## config.mk

```make
export PLATFORM = sky130hd
export DESIGN_NAME = regfile_write_arbiter
export DESIGN_NICKNAME = d
export VERILOG_FILES = /design/src/rtl/regfile_pkg.sv /design/src/rtl/regfile_write_arbiter_rr.sv /design/src/rtl/regfile_write_arbiter.sv
export SDC_FILE = /design/constraint.sdc
export NUM_CORES = 1
export LEC_CHECK = 0
export CORE_ASPECT_RATIO = 1.1
export CORE_UTILIZATION = 38
export DETAILED_ROUTE_END_ITERATION = 16
export GPL_ROUTABILITY_DRIVEN = 1
export GPL_TIMING_DRIVEN = 0
export PLACE_DENSITY_LB_ADDON = 0.05
export SETUP_SLACK_MARGIN = 0.05
export SLEW_MARGIN = 30
export SYNTH_ARGS = -nofsm -noshare
export SYNTH_HDL_FRONTEND = slang
export SYNTH_SLANG_ARGS = --single-unit
export TNS_END_PERCENT = 100
```

## constraint.sdc

```tcl
create_clock -name clk -period 1.95 [get_ports clk]
set_input_delay 0.39 -clock clk [delete_from_list [all_inputs] [get_ports clk]]
set_output_delay 0.39 -clock clk [all_outputs]
set_load 0.01 [all_outputs]
```

## src/rtl/regfile_pkg.sv

```systemverilog
// Shared register-file types and constants for the writeback arbiter.
package regfile_pkg;

  typedef logic [4:0]  reg_idx_t;
  typedef logic [63:0] reg_data_t;

  // X31 is the hardwired zero register: writes to it are consumed but dropped.
  localparam reg_idx_t REG_ZERO = 5'd31;
  localparam int       NUM_REGS = 32;

endpackage

```

## src/rtl/regfile_write_arbiter_rr.sv

```systemverilog
// Two-input round-robin grant logic holding the "last granted" priority bit.
// last_q = 1 means requester 1 was granted last, so requester 0 wins the
// next contention; it resets to 1 so requester 0 wins the first one.
module rr_arbiter2 (
  input  logic       clk,
  input  logic       reset,
  input  logic       enable_i,
  input  logic [1:0] valid_i,
  output logic [1:0] grant_o
);

  logic last_q;
  logic last_d;

  // Grant decision: nothing during reset or when disabled; otherwise the sole
  // valid requester, or the one not granted last time on contention.
  always_comb begin
    grant_o = 2'b00;
    if (!reset && enable_i) begin
      unique case (valid_i)
        2'b01:   grant_o = 2'b01;
        2'b10:   grant_o = 2'b10;
        2'b11:   grant_o = last_q ? 2'b01 : 2'b10;
        default: grant_o = 2'b00;
      endcase
    end
  end

  // Priority bit moves only when a grant (and therefore a transfer) happens.
  always_comb begin
    last_d = last_q;
    if (grant_o[0]) begin
      last_d = 1'b0;
    end else if (grant_o[1]) begin
      last_d = 1'b1;
    end
  end

  // Priority bit register.
  always_ff @(posedge clk) begin
    if (reset) begin
      last_q <= 1'b1;
    end else begin
      last_q <= last_d;
    end
  end

endmodule

```

## src/rtl/regfile_write_arbiter.sv

```systemverilog
// Round-robin arbiter for the register file's single write port.
// Two writeback requesters (ALU, load) share one registered write per cycle.
// Optional read bypass is enabled by defining REGFILE_WRITE_ARB_BYPASS_EN.
module regfile_write_arbiter
  import regfile_pkg::*;
#(
  parameter int DATA_W = 64,
  parameter int ADDR_W = 5
) (
  input  logic              clk,
  input  logic              reset,
  input  logic              hold,
  input  logic              req0_valid,
  input  logic [ADDR_W-1:0] req0_reg,
  input  logic [DATA_W-1:0] req0_data,
  output logic              req0_ready,
  input  logic              req1_valid,
  input  logic [ADDR_W-1:0] req1_reg,
  input  logic [DATA_W-1:0] req1_data,
  output logic              req1_ready,
  output logic              RegWrite,
  output logic [ADDR_W-1:0] WriteRegister,
  output logic [DATA_W-1:0] WriteData
`ifdef REGFILE_WRITE_ARB_BYPASS_EN
  ,
  input  logic [ADDR_W-1:0] ReadRegister1,
  input  logic [ADDR_W-1:0] ReadRegister2,
  input  logic [DATA_W-1:0] RfData1,
  input  logic [DATA_W-1:0] RfData2,
  output logic [DATA_W-1:0] ReadData1,
  output logic [DATA_W-1:0] ReadData2
`endif
);

  localparam logic [ADDR_W-1:0] ZERO_IDX = ADDR_W'(REG_ZERO);

  logic [1:0]        grant;
  logic              wen_q,   wen_d;
  logic [ADDR_W-1:0] wreg_q,  wreg_d;
  logic [DATA_W-1:0] wdata_q, wdata_d;

  rr_arbiter2 u_arb (
    .clk      (clk),
    .reset    (reset),
    .enable_i (~hold),
    .valid_i  ({req1_valid, req0_valid}),
    .grant_o  (grant)
  );

  assign req0_ready = grant[0];
  assign req1_ready = grant[1];

  // Output stage next state: capture the granted request; X31 is captured
  // but never enabled. With no transfer the enable drops and data holds.
  always_comb begin
    wen_d   = 1'b0;
    wreg_d  = wreg_q;
    wdata_d = wdata_q;
    if (grant[0]) begin
      wen_d   = (req0_reg != ZERO_IDX);
      wreg_d  = req0_reg;
      wdata_d = req0_data;
    end else if (grant[1]) begin
      wen_d   = (req1_reg != ZERO_IDX);
      wreg_d  = req1_reg;
      wdata_d = req1_data;
    end
  end

  // Output stage registers.
  always_ff @(posedge clk) begin
    if (reset) begin
      wen_q   <= 1'b0;
      wreg_q  <= '0;
      wdata_q <= '0;
    end else begin
      wen_q   <= wen_d;
      wreg_q  <= wreg_d;
      wdata_q <= wdata_d;
    end
  end

  // A write staged when reset arrives is discarded rather than committed.
  assign RegWrite      = wen_q & ~reset;
  assign WriteRegister = wreg_q;
  assign WriteData     = wdata_q;

`ifdef REGFILE_WRITE_ARB_BYPASS_EN
  // Forward the in-flight write to matching reads; X31 never forwards since
  // its enable is always low.
  always_comb begin
    ReadData1 = RfData1;
    ReadData2 = RfData2;
    if (RegWrite && (ReadRegister1 == WriteRegister)) begin
      ReadData1 = WriteData;
    end
    if (RegWrite && (ReadRegister2 == WriteRegister)) begin
      ReadData2 = WriteData;
    end
  end
`endif

endmodule

```

; ---- Word level (Yosys, flattened, before mapping)
; Index checks and enable logic that the tools add are counted.
[word_totals]
regBits = 71
inputBits = 143
out_inout_bits = 72
elab_cells = 26
[classes]
eq_ne = 5
mux = 11
bitwise = 3
reduce_logical = 3
[ops]
columns = operator, count
row1 = 2-to-1 mux 64 bit, 2
row2 = 2-to-1 mux 5 bit, 2
row3 = inequality test 5 bit (second input constant), 2
row4 = case mux 2 bit (3 select lines), 1
row5 = equality test 2 bit (second input constant), 2
row6 = 2-to-1 mux 1 bit, 4
row7 = 2-to-1 mux 2 bit, 2
row8 = equality test 2 x 1 -> 1 bit (second input constant), 1
row9 = inverter 1 bit, 2
row10 = nonzero test 2 bit, 1
row11 = AND 1 bit, 1
row12 = logical AND 1 bit, 1
row13 = logical NOT 1 bit, 1

; ---- Logic depth before layout (Yosys ltp)
[logic_depth]
depth_word = 5
depth_mapped = 7
ltp_nobuf = 3

; ---- Hierarchy
; Synthesis repeated with hierarchy kept, for this count alone.
[unflattened]
cells_unflattened = 317
area_unflattened_um2 = 3731.1
[modules_own_cells]
columns = mod, instances, cells_per_inst, area_each_um2, seq_area_each_um2
row1 = regfile_write_arbiter, 1, 309, 3663.5, 1401.3
row2 = rr_arbiter2, 1, 8, 67.6, 20.0

; ---- Worst setup path before layout
; No wires, ideal clock.
[synth_timing]
path_kind = input port to output port
from = input port reset
to = output port req1_ready
arrival_ns = 1.481
required_ns = 1.560
setup_slack_ns = 0.079
path_stages = 6
path_buffers = 3
path_cell_list = buf_2 > nor2_1 > buf_2 > buf_1 > nand2_1 > a21oi_1
[synth_via]
elab_chain_len = 3
[synth_lines]
columns = element, line
row1 = from (decl), regfile_write_arbiter.sv:11  ; input logic reset,
row2 = logical NOT 1 bit, regfile_write_arbiter_rr.sv:19  ; if (!reset && enable_i) begin
row3 = logical AND 1 bit, regfile_write_arbiter_rr.sv:19
row4 = 2-to-1 mux 2 bit, regfile_write_arbiter_rr.sv:19
row5 = to (decl), regfile_write_arbiter.sv:20  ; output logic req1_ready,
; No other way between the ends.

; ---- Final worst setup path
[layout_timing]
from = input port reset
to = output port req0_ready
[layout_via]
elab_chain_len = 3
[layout_lines]
columns = element, line
row1 = logical NOT 1 bit, regfile_write_arbiter_rr.sv:19
row2 = logical AND 1 bit, regfile_write_arbiter_rr.sv:19
row3 = 2-to-1 mux 2 bit, regfile_write_arbiter_rr.sv:19
row4 = to (decl), regfile_write_arbiter.sv:16  ; output logic req0_ready,
; No other way between the ends.

==> flow_metrics.tcl <==
set metrics [dict create \
    status "completed" \
    hold_class "in2reg" \
    switching_share_pct 27.9 \
    grt_max_degree 12 \
    cts-root-buf "clkbuf_8" \
    post-place-ws_ps -973 \
    final_common_cell "clkdlybuf4s50_1" \
    crit_path_cell_trace "buf_2 -> or3b_1 -> buf_6 -> clkbuf_8 -> nor2_4 -> buf_6" \
    synth_warnings 0 \
    ys_seq_area_share_pct 40.1 \
    syn_inst 436 \
    finalNetCount 804 \
    tns_ps 0 \
    period_minus_slack_ps 1880 \
    cp.required_ps 1560 \
    clkSlewWorstSetupHoldPaths_ps 70 \
    placed_cells 762 \
    min_period_over_period_pct 96.2 \
    path_max_fanout 10 \
    post-dp-hpwl_um 10100 \
    htree_num_levels 3 \
    cts_made_buffers 9 \
    drv_slew 0 \
    drtPass1Iterations 5 \
    crit_family "buffers and inverters" \
    worst-slew-pin-transition_ps 503 \
    power_leakage_nw 1.97 \
    hold_viol_final 0 \
    hold_buffers 0 \
    crit_top_cell "buf_6" \
    wl_per_cell_um 18.0 \
    antenna_left 0 \
    num_io_pins 215 \
    drt-vias-per-instance 6.01 \
    grt_pass1_wl_um 21400 \
    stdcell_count 780 \
    crit_path_start_kind "input port" \
    syn_area_per_cell_sq_um 8.14 \
    place.gp.congestion 0.863 \
    worstPathArrival_ps 1490 \
    die-area_sq_mm 0.00973 \
    finalSetupViolCount 0 \
    slowest_stage "or3b_1" \
    crit_type "in2out" \
    place_area_sq_mm 0.00581 \
    post-route-util_pct 67.9 \
    p_comb_share_pct 26.4 \
    worst-path-buf-inv 4 \
    skew_ps 7.63 \
    worstSkewPairLatency_ps 340 \
    ys_ff_latch 71 \
    io_buffers 212 \
    fp.coreArea_sq_mm 0.00896 \
    mostFrequentLayoutCells "208 x clkdlybuf4s50_1, 71 x dfxtp_1, 71 x nand4_1" \
    end_kind "output port" \
    cts_tree "built" \
    drtIter0Drc 303 \
    hold_ws_ps 413 \
    antennaDiodeCount 0 \
    maxCapViolCount 0 \
    seqPwrFrac_pct 42.3 \
    finalWorstSetupSlack_ps 73.4 \
    slowest_delay_ps 410 \
    vdd_drop_max_mv 0.349 \
    drc 0 \
    clock_sinks 71 \
    grt_pass1_vias 4375 \
    slew_headroom_pct 66.5 \
    synthesis.nets 579 \
    cts.path.max_buffers 2 \
    routed_wl_um 14100 \
    die_x_um 94.1 \
    design_area_sq_mm 0.00609 \
    area_growth_pct 71.5 \
    vias 4686 \
    row_count 36 \
    synth_cell_type_count 20 \
    finalPower_mw 3.78 \
    clock.fmax_mhz 533 \
    grt_overflow_total 0 \
    die-height_um 103 \
    antenna_found_initial 0 \
    p_sw_mw 1.05 \
    rsz0062_at_grt "yes" \
    p_int_mw 2.72 \
    clock_power_share_pct 31.2 \
    start_util_pct 39.6 \
    power_density_mw_per_mm2 620 \
    syn-cell-area_sq_mm 0.00355 \
    grtUsageTotal_pct 28.1 \
    drive_above_1_share_pct 7.21 \
]
## path summary, 6_finish.rpt
| kind | from | end | slack, ps | cells past startpoint |
|---|---|---|---|---|
| max | reset | req0_ready | 70 | 6 |
| min | hold | u_arb.last_q | 410 | 3 |
| max reg2reg | u_arb.last_q | WriteData[2] | 130 | 5 |
| min reg2reg | WriteData[46] | WriteData[46] | 520 | 2 |
## power groups by stage
stage	clock network, mW	logic, mW	registers [mW]
after floorplan	0	0.343	1.67
after global placement	0	0.962	1.63
after detailed placement	0	0.974	1.63
after CTS	1.19	0.992	1.60
after global routing	1.25	1.07	1.61
final	1.18	0.998	1.60
## worst min-delay path: stages
cell and delay, ps:
clkbuf_2 120, nor2_1 110, a211o_1 100
## final cells by class
type / instances / area [sq um]
fillers: 801 / 2880
repair buffers: 214 / 2130
multi-input cells: 293 / 1850
flip-flops and latches: 71 / 1420
plain buffers: 71 / 344
clock buffers: 12 / 145
well taps: 114 / 143
clock inverters: 4 / 45.0
inverters: 1 / 3.75
## cells by family (layout without fill, tap and decap cells)
kind of cell	Yosys count	in the layout	share of synthesized area, %
buffers and inverters	72	302	8.25
flip-flops	71	71	40.1
AO/OA/AOI/OAI	210	210	37.2
AND/OR/NAND/NOR	83	83	14.5
## repair_timing
action / in CTS / in global routing
pin swaps: 2 / 0
endpoints found under the hold margin: 0 / 0
setup buffers: 2 / 0
setup endpoints to repair: 68 / 20
gates resized for setup: 32 / 8
gates cloned: 0 / 0
## layer usage
layer,track usage [%],part of all wire (%),routed length (um)
met1,34.8,39,5520
met2,47.1,48,6740
met4,13.5,3.1,434
met5,0,0,0
met3,5.56,9.7,1370
## flip-flops by register name, summed over array words and instances, names as in the netlist
name and count:
WriteRegister 5, WriteData 64, u_arb.last_q 1, wen_q 1
## Yosys cell counts, drive strengths merged
cell type | n | share of area [%]
a21oi | 70 | 9.9
nor2 | 3 | 0.32
a211o | 1 | 0.25
a311oi | 69 | 17
nand2 | 1 | 0.11
inv | 1 | 0.11
o311a | 1 | 0.28
buf | 18 | 2.5
and2 | 1 | 0.18
nand2b | 2 | 0.35
or2 | 1 | 0.18
or3b | 1 | 0.25
or4b | 1 | 0.28
o21ai | 69 | 9.7
nor2b | 2 | 0.35
clkbuf | 53 | 5.6
dfxtp | 71 | 40
nand4 | 71 | 13
Power figures use the tool's default switching activity.
